===== src/rtl/fifo_prog_thr.sv =====
`default_nettype none
// ============================================================================
// Module   : fifo_prog_thr
// Summary  : Synchronous FIFO with runtime almost-full/almost-empty thresholds,
//            optional first-word-fall-through read and sticky error flags.
// Revision : 1.0 - initial release
// ============================================================================
module fifo_prog_thr #(
  parameter int DATA_WIDTH = 6,
  parameter int ADDR_WIDTH = 3,
  parameter bit FWFT       = 1'b0
) (
  input  logic                  clk,
  input  logic                  rst,
  input  logic                  wr_en,
  input  logic [DATA_WIDTH-1:0] data_in,
  input  logic                  rd_en,
  input  logic [ADDR_WIDTH:0]   umbral_high,
  input  logic [ADDR_WIDTH:0]   umbral_low,
  input  logic                  err_clr,
  output logic [DATA_WIDTH-1:0] data_out,
  output logic                  valid_out,
  output logic [ADDR_WIDTH:0]   fifo_count,
  output logic                  empty,
  output logic                  full,
  output logic                  almost_full,
  output logic                  almost_empty,
  output logic                  overflow_err,
  output logic                  underflow_err
);

  localparam int                c_depth    = 1 << ADDR_WIDTH;
  localparam logic [ADDR_WIDTH:0] c_full_cnt = (ADDR_WIDTH+1)'(c_depth);

  logic [DATA_WIDTH-1:0] r_mem [c_depth];
  logic [ADDR_WIDTH-1:0] r_wr_ptr;
  logic [ADDR_WIDTH-1:0] r_rd_ptr;
  logic [ADDR_WIDTH:0]   r_count;
  logic                  r_overflow_err;
  logic                  r_underflow_err;

  logic w_empty;
  logic w_full;
  logic w_rd_ok;
  logic w_wr_ok;

  assign w_empty = (r_count == '0);
  assign w_full  = (r_count == c_full_cnt);
  // A pop frees a slot in the same edge, so a push on full rides along with it.
  assign w_rd_ok = rd_en & ~w_empty;
  assign w_wr_ok = wr_en & (~w_full | w_rd_ok);

  assign fifo_count    = r_count;
  assign empty         = w_empty;
  assign full          = w_full;
  assign almost_full   = (r_count >= umbral_high);
  assign almost_empty  = (r_count <= umbral_low);
  assign overflow_err  = r_overflow_err;
  assign underflow_err = r_underflow_err;

  always_ff @(posedge clk) begin
    if (w_wr_ok) begin
      r_mem[r_wr_ptr] <= data_in;
    end
  end

  always_ff @(posedge clk or posedge rst) begin
    if (rst) begin
      r_wr_ptr <= '0;
      r_rd_ptr <= '0;
      r_count  <= '0;
    end else begin
      if (w_wr_ok) begin
        r_wr_ptr <= r_wr_ptr + 1'b1;
      end
      if (w_rd_ok) begin
        r_rd_ptr <= r_rd_ptr + 1'b1;
      end
      case ({w_wr_ok, w_rd_ok})
        2'b10:   r_count <= r_count + 1'b1;
        2'b01:   r_count <= r_count - 1'b1;
        default: r_count <= r_count;
      endcase
    end
  end

  // A fresh error outranks err_clr in the same cycle.
  always_ff @(posedge clk or posedge rst) begin
    if (rst) begin
      r_overflow_err  <= 1'b0;
      r_underflow_err <= 1'b0;
    end else begin
      if (wr_en & ~w_wr_ok) begin
        r_overflow_err <= 1'b1;
      end else if (err_clr) begin
        r_overflow_err <= 1'b0;
      end
      if (rd_en & ~w_rd_ok) begin
        r_underflow_err <= 1'b1;
      end else if (err_clr) begin
        r_underflow_err <= 1'b0;
      end
    end
  end

  generate
    if (!FWFT) begin : g_std_read
      logic [DATA_WIDTH-1:0] r_data_out;
      logic                  r_valid_out;

      always_ff @(posedge clk or posedge rst) begin
        if (rst) begin
          r_data_out  <= '0;
          r_valid_out <= 1'b0;
        end else begin
          r_valid_out <= w_rd_ok;
          if (w_rd_ok) begin
            r_data_out <= r_mem[r_rd_ptr];
          end
        end
      end

      assign data_out  = r_data_out;
      assign valid_out = r_valid_out;
    end else begin : g_fwft_read
      // Head word is shown directly; forced to zero while nothing is stored.
      assign data_out  = w_empty ? '0 : r_mem[r_rd_ptr];
      assign valid_out = ~w_empty;
    end
  endgenerate

endmodule
`default_nettype wire


===== config.mk =====
export PLATFORM = sky130hd
export DESIGN_NAME = fifo_prog_thr
export DESIGN_NICKNAME = d
export VERILOG_FILES = /design/src/rtl/fifo_prog_thr.sv
export SDC_FILE = /design/constraint.sdc
export NUM_CORES = 1
export LEC_CHECK = 0
export BUFFER_PORTS_ARGS = -buffer_cell sky130_fd_sc_hd__buf_2
export CAP_MARGIN = 30
export CORE_MARGIN = 1.5
export CORE_UTILIZATION = 55
export DETAILED_ROUTE_END_ITERATION = 10
export PLACE_DENSITY = 0.72
export RECOVER_POWER = 100
export SYNTH_ARGS = -nofsm -noshare
export SYNTH_HDL_FRONTEND = slang
export SYNTH_SLANG_ARGS = --single-unit

===== constraint.sdc =====
create_clock -name clk -period 2.39 [get_ports clk]
set_input_delay 0.239 -clock clk [delete_from_list [all_inputs] [get_ports clk]]
set_output_delay 0.239 -clock clk [all_outputs]
set_load 0.01 [all_outputs]

==> results of run 1 <==
stage by stage:
stage,cells,worst slack [ns]
detailed placement,318,0.168
finish,336,0.172
global placement,318,0.252
floorplan,208,0.147
global route,336,0.0426
CTS,334,0.0421
metal layers:
metal | vias up | part of all wire | GRT usage
met5 | - | 0 | 0
met4 | 0 | 0.017 | 0.0759
met3 | 11 | 0.037 | 0.0738
met2 | 33 | 0.47 | 0.311
met1 | 865 | 0.47 | 0.265
li1 | 881 | - | -
path summary, 6_finish.rpt:
path | startpoint | depth (start not counted) | endpoint
worst max-delay path | fifo_count[0] | 7 | almost_full
worst min-delay path | rst | 2 | valid_out
worst max register to register | fifo_count[1] | 9 | fifo_count[3]
worst min register to register | r_rd_ptr[0] | 1 | r_rd_ptr[0]
max in group asynchronous | rst | 2 | fifo_count[0]
min in group clk | err_clr | 2 | underflow_err
synth_stat cells (2+ instances only):
cell / instances / area [um^2]
a21o_1: 3 / 22.5
a221o_1: 6 / 60.1
buf_2: 2 / 10.0
dfrtp_1: 19 / 475
edfxtp_1: 48 / 1440
ha_1: 12 / 150
inv_1: 14 / 52.6
mux2_2: 12 / 135
mux2i_1: 13 / 130
nand2_1: 19 / 71.3
nand2b_1: 5 / 31.3
nor2_1: 6 / 22.5
nor2b_1: 2 / 12.5
nor3_1: 4 / 20.0
nor4_1: 2 / 12.5
o21a_1: 2 / 15.0
o21ai_0: 2 / 10.0
o21ai_1: 6 / 30.0
o22ai_1: 6 / 37.5
xnor2_1: 6 / 52.6
xor2_1: 2 / 17.5
state kept, by name, indices dropped and copies added (netlist names):
signal / cells
r_wr_ptr: 3
data_out: 6
valid_out: 1
underflow_err: 1
r_rd_ptr: 3
fifo_count: 4
overflow_err: 1
r_mem: 48
area by class of cell:
type / count / area, um^2
sequential: 67 / 1920
inverter: 15 / 56.3
fill: 377 / 1740
clock buffer: 9 / 124
multi-input combinational: 122 / 990
tap: 70 / 87.6
timing repair buffer: 46 / 201
clock inverter: 7 / 58.8
report_power, final:
part,total (W),leakage [nW],internal (W),switching [W]
clock network,0.000864,0.0915,0.000466,0.000397
logic,0.00145,0.607,0.000658,0.000787
registers,0.00174,0.664,0.00153,0.000214
cells by family (layout without fill, tap and decap cells):
kind of cell               after synthesis  count (layout)
muxes                                   26              26
xor gates and xnor gates                 8               8
AOI/OAI and AO/OA                       33              33
buffers and inverters                   19              77
adders and majority gates               13              13
and+or+nand+nor                         42              42
DFF                                     67              67
worst max-delay path: cells and delay by family, from the launching register on:
family	cells	cell delay, ns
adders and majority gates	1	0.24
AOI/OAI and AO/OA	3	0.53
buffers and inverters	2	0.26
and+or+nand+nor	1	0.15
DFF	1	0.46
repair_timing:
action,CTS,global route
setup endpoints to repair,1,1
endpoints found under the hold margin,0,0
resized for setup,1,1
==> flow_metrics.tcl, run 1 <==
set metrics [dict create \
    yosysUniqueCellTypes 38 \
    cp_data_required_time_ns 2.15 \
    slowest_delay_ns 0.46 \
    worstSkewPairLatency_ns 0.34 \
    rrSetupSlack_ns 0.18 \
    rows 26 \
    die_w_um 76.9 \
    rsz0062_at_grt "no" \
    global_route.overflow_total 0 \
    postLayoutCoreUtil 0.664 \
    grt_first_pass_wirelength_um 8800 \
    synth_nets 240 \
    post_dp_cell_area_um2 3300 \
    synth_fa_ha_area_frac 0.0567 \
    die_h_um 76.9 \
    io_pins 36 \
    finalSetupViolations 0 \
    skew_ns 0.00363 \
    max_slew.worst_pin.slew_ns 0.950 \
    synth_seq_cells 67 \
    synthSimpleGateAreaFrac 0.0671 \
    vias 1790 \
    antenna_found_initial 0 \
    worstPathCellList "inv_2, ha_1, nand2b_1, a21o_1, a21o_1, a21o_1, clkbuf_1" \
    p_leak_nw 1.36 \
    postSynthAreaPerCell_um2 14.4 \
    slew_viol_final 0 \
    cp_max_fo 7 \
    max_freq_mhz 451 \
    max_slew_margin 0.361 \
    cts_setup_buffers 0 \
    synthMuxAreaShare 0.0934 \
    drive_gt1_frac 0.184 \
    die_area_um2 5910 \
    final_common_cell "edfxtp_1" \
    ctsHoldBuffers 0 \
    finalNetCount 293 \
    viasPerCell 5.33 \
    finalHoldViolCount 0 \
    cp_slowest_cell "dfrtp_2" \
    holdCritPathClass "in2async" \
    synthesis.area_um2 3000 \
    firstDrtPassIters 4 \
    clkTransAtPathRegs_ns 0.06 \
    route.detailed.drc 0 \
    synthArstFlopShare 0.284 \
    htreeDepth 3 \
    port_buffers 35 \
    routabilityCongestion 0.824 \
    dp_hpwl_um 3930 \
    clock-sinks 67 \
    crit_path_frequent_cell "a21o_1" \
    drt_iter0_drc 57 \
    synth_compound_area_frac 0.0925 \
    total_power_w 0.00405 \
    status "complete, no violations" \
    crit_type "reg2out" \
    yosysWarningCount 0 \
    post-route-cell-area_um2 3440 \
    power_density_nw_per_um2 1180 \
    fin_crit_sh 0.928 \
    max-cap-violations 0 \
    ant_nets 0 \
    area_growth_pct 14.5 \
    period_minus_slack_ns 2.22 \
    grt_usage 0.203 \
    core_um2 5170 \
    max-vdd-ir-drop_mv 0.612 \
    grt_pass1_vias 1774 \
    start_util 0.580 \
    grt_max_degree 20 \
    worstSetupEndpointType "output port" \
    netlist_instances 208 \
    startpoint_type "flip-flop" \
    synth-edff-count 48 \
    whs_ns 0.0167 \
    synth-main-ff-cell "edfxtp_1" \
    root_buffer "clkbuf_8" \
    worst_ep_arrival_time_ns 1.98 \
    synth_xor_area_frac 0.0233 \
    wl_per_cell_um 16.0 \
    layout_common_cells "edfxtp_1 (48), clkbuf_1 (29), nand2_1 (19), dfrtp_1 (18)" \
    seq_area_frac_synth 0.639 \
    synth_top_family_by_area "multiplexers" \
    n_antenna_cell 0 \
    tritoncts "built" \
    ctsLongestPathBuffers 2 \
    cts_buffers 9 \
    fin_tns_setup_ns 0 \
    drt_wl_total_um 5390 \
]
Note: power is estimated with default switching activity, not from simulation.
==> run 2, diff against run 1 <==
clock period = 2.4 ns   (was 2.39 ns; I/O delays follow)
==> run 2 against run 1 <==
Net effect: clock power up 31%; register-to-register slack about the same; die area unchanged; hold slack better by 0.0039 ns; critical path type is now reg2reg; setup slack better by 0.010 ns; sequential share of layout area down 0.84 points; clock skew up 0.0035 ns; cell count down 0.30%.
==> flow_metrics.tcl, run 2 (same netlist as run 1, synthesis figures left out) <==
set metrics [dict create \
    status "complete, no violations" \
    max-cap-violations 0 \
    p_switching_w 0.00144 \
    multiInputGateArea_um2 990 \
    worst_ep_arrival_time_ns 2.44 \
    finalNetCount 292 \
    total_power_w 0.00429 \
    p_leak_nw 1.38 \
    wl_per_cell_um 16.4 \
    tritoncts "built" \
    drive_gt1_frac 0.192 \
    crit_type "reg2reg" \
    whs_ns 0.0206 \
    fin_crit_sh 0.924 \
    final_common_cell "edfxtp_1" \
    largest_register "r_mem" \
    cts_buffers 9 \
    fin_tns_setup_ns 0 \
    ctsLongestPathBuffers 2 \
    die_area_um2 5910 \
    core_um2 5170 \
    grt_max_degree 20 \
    cp_data_required_time_ns 2.62 \
    power_density_nw_per_um2 1230 \
    vias 1803 \
    register_area_um2 1920 \
    grt_first_pass_wirelength_um 8950 \
    rows 26 \
    area_growth_pct 16.2 \
    grt_pass1_vias 1764 \
    antenna_found_initial 0 \
    pre_cts_ws_ns 0.178 \
    die_w_um 76.9 \
    ant_nets 0 \
    max_freq_mhz 451 \
    global_route.overflow_total 0 \
    period_minus_slack_ns 2.22 \
    io_pins 36 \
    p_seq_frac 0.403 \
    layout_common_cells "edfxtp_1 (48), clkbuf_1 (28), nand2_1 (19), dfrtp_1 (18)" \
    finalSetupViolations 0 \
    start_util 0.580 \
    htreeDepth 3 \
    port_buffers 35 \
    worstSkewPairLatency_ns 0.34 \
    n_antenna_cell 0 \
    dp_hpwl_um 3860 \
    max_slew.worst_pin.slew_ns 1.04 \
    holdCritPathClass "in2async" \
    finalHoldViolCount 0 \
    nFillCells 379 \
    routabilityCongestion 0.845 \
    p_comb_frac 0.333 \
    clock-sinks 67 \
    max-vdd-ir-drop_mv 0.634 \
    root_buffer "clkbuf_8" \
    cp_max_fo 5 \
    drt_iter0_drc 162 \
    slew_viol_final 0 \
    startpoint_type "flip-flop" \
    pwr-share-clk 0.263 \
    route.detailed.drc 0 \
    p_int_w 0.00285 \
    setup_slack_ns 0.182 \
    swShare 0.336 \
    drt_wl_total_um 5500 \
    clkTransAtPathRegs_ns 0.07 \
    rsz0062_at_grt "no" \
    skew_ns 0.00714 \
    worstSetupEndpointType "flip-flop" \
    max_slew_margin 0.303 \
    r2r_cells 9 \
    firstDrtPassIters 4 \
    grt_usage 0.206 \
    largest_register_ffs 48 \
    die_h_um 76.9 \
    viasPerCell 5.38 \
]
[run 2: final timing paths]
| kind | start | end | slack, ns |
|---|---|---|---|
| max in group asynchronous | rst | fifo_count[0] | 1.87 |
| min in group clk | err_clr | overflow_err | 0.10 |
| worst max register to register | fifo_count[1] | fifo_count[3] | 0.18 |
| worst min register to register | r_rd_ptr[0] | r_rd_ptr[0] | 0.48 |
| worst max-delay path | fifo_count[1] | fifo_count[3] | 0.18 |
| worst min-delay path | rst | data_out[1] | 0.02 |
[run 2: layout make-up]
cell class | count | share of cell area
clock buffer | 9 | 0.0355
clock inverter | 7 | 0.0330
inverter | 15 | 0.0161
multi-input combinational | 122 | 0.284
sequential | 67 | 0.550
tap | 70 | 0.0251
timing repair buffer | 45 | 0.0567
[run 2: critical path: stages, from the launching register on]
cell       delay (ns)
dfrtp_1          0.44
buf_4            0.18
o41ai_4          0.30
nand2b_1         0.23
inv_1            0.09
ha_1             0.32
a21oi_1          0.18
a21boi_1         0.10
o2bb2ai_2        0.13
xor2_1           0.13
[run 2: power groups by stage]
| stage | clock network (W) | logic, W | registers (W) |
|---|---|---|---|
| after floorplan | 0 | 0.00102 | 0.00177 |
| after global placement | 0 | 0.00149 | 0.00174 |
| after detailed placement | 0 | 0.00152 | 0.00175 |
| after CTS | 0.00115 | 0.00153 | 0.00173 |
| after global routing | 0.00120 | 0.00159 | 0.00177 |
| final | 0.00113 | 0.00143 | 0.00173 |
[run 2: metrics by stage]
stage | std cells | utilization | area [um^2]
final | 335 | 0.674 | 3490
after global routing | 335 | 0.674 | 3490
after CTS | 334 | 0.685 | 3540
after detailed placement | 318 | 0.639 | 3300
after global placement | 318 | 0.639 | 3300
after floorplan | 208 | - | 3000
[run 2: per-layer routing]
metal	track usage	vias to the layer above	wire length, um
li1	-	877	-
met1	0.287	880	2560
met2	0.311	38	2640
met3	0.0536	8	233
met4	0.0778	0	64
met5	0	-	0
[run 2: repair_timing]
action | CTS | global route
buffers inserted | 0 | 0
resized for setup | 0 | 2
hold buffers | 0 | 0
setup endpoints to repair | 0 | 1
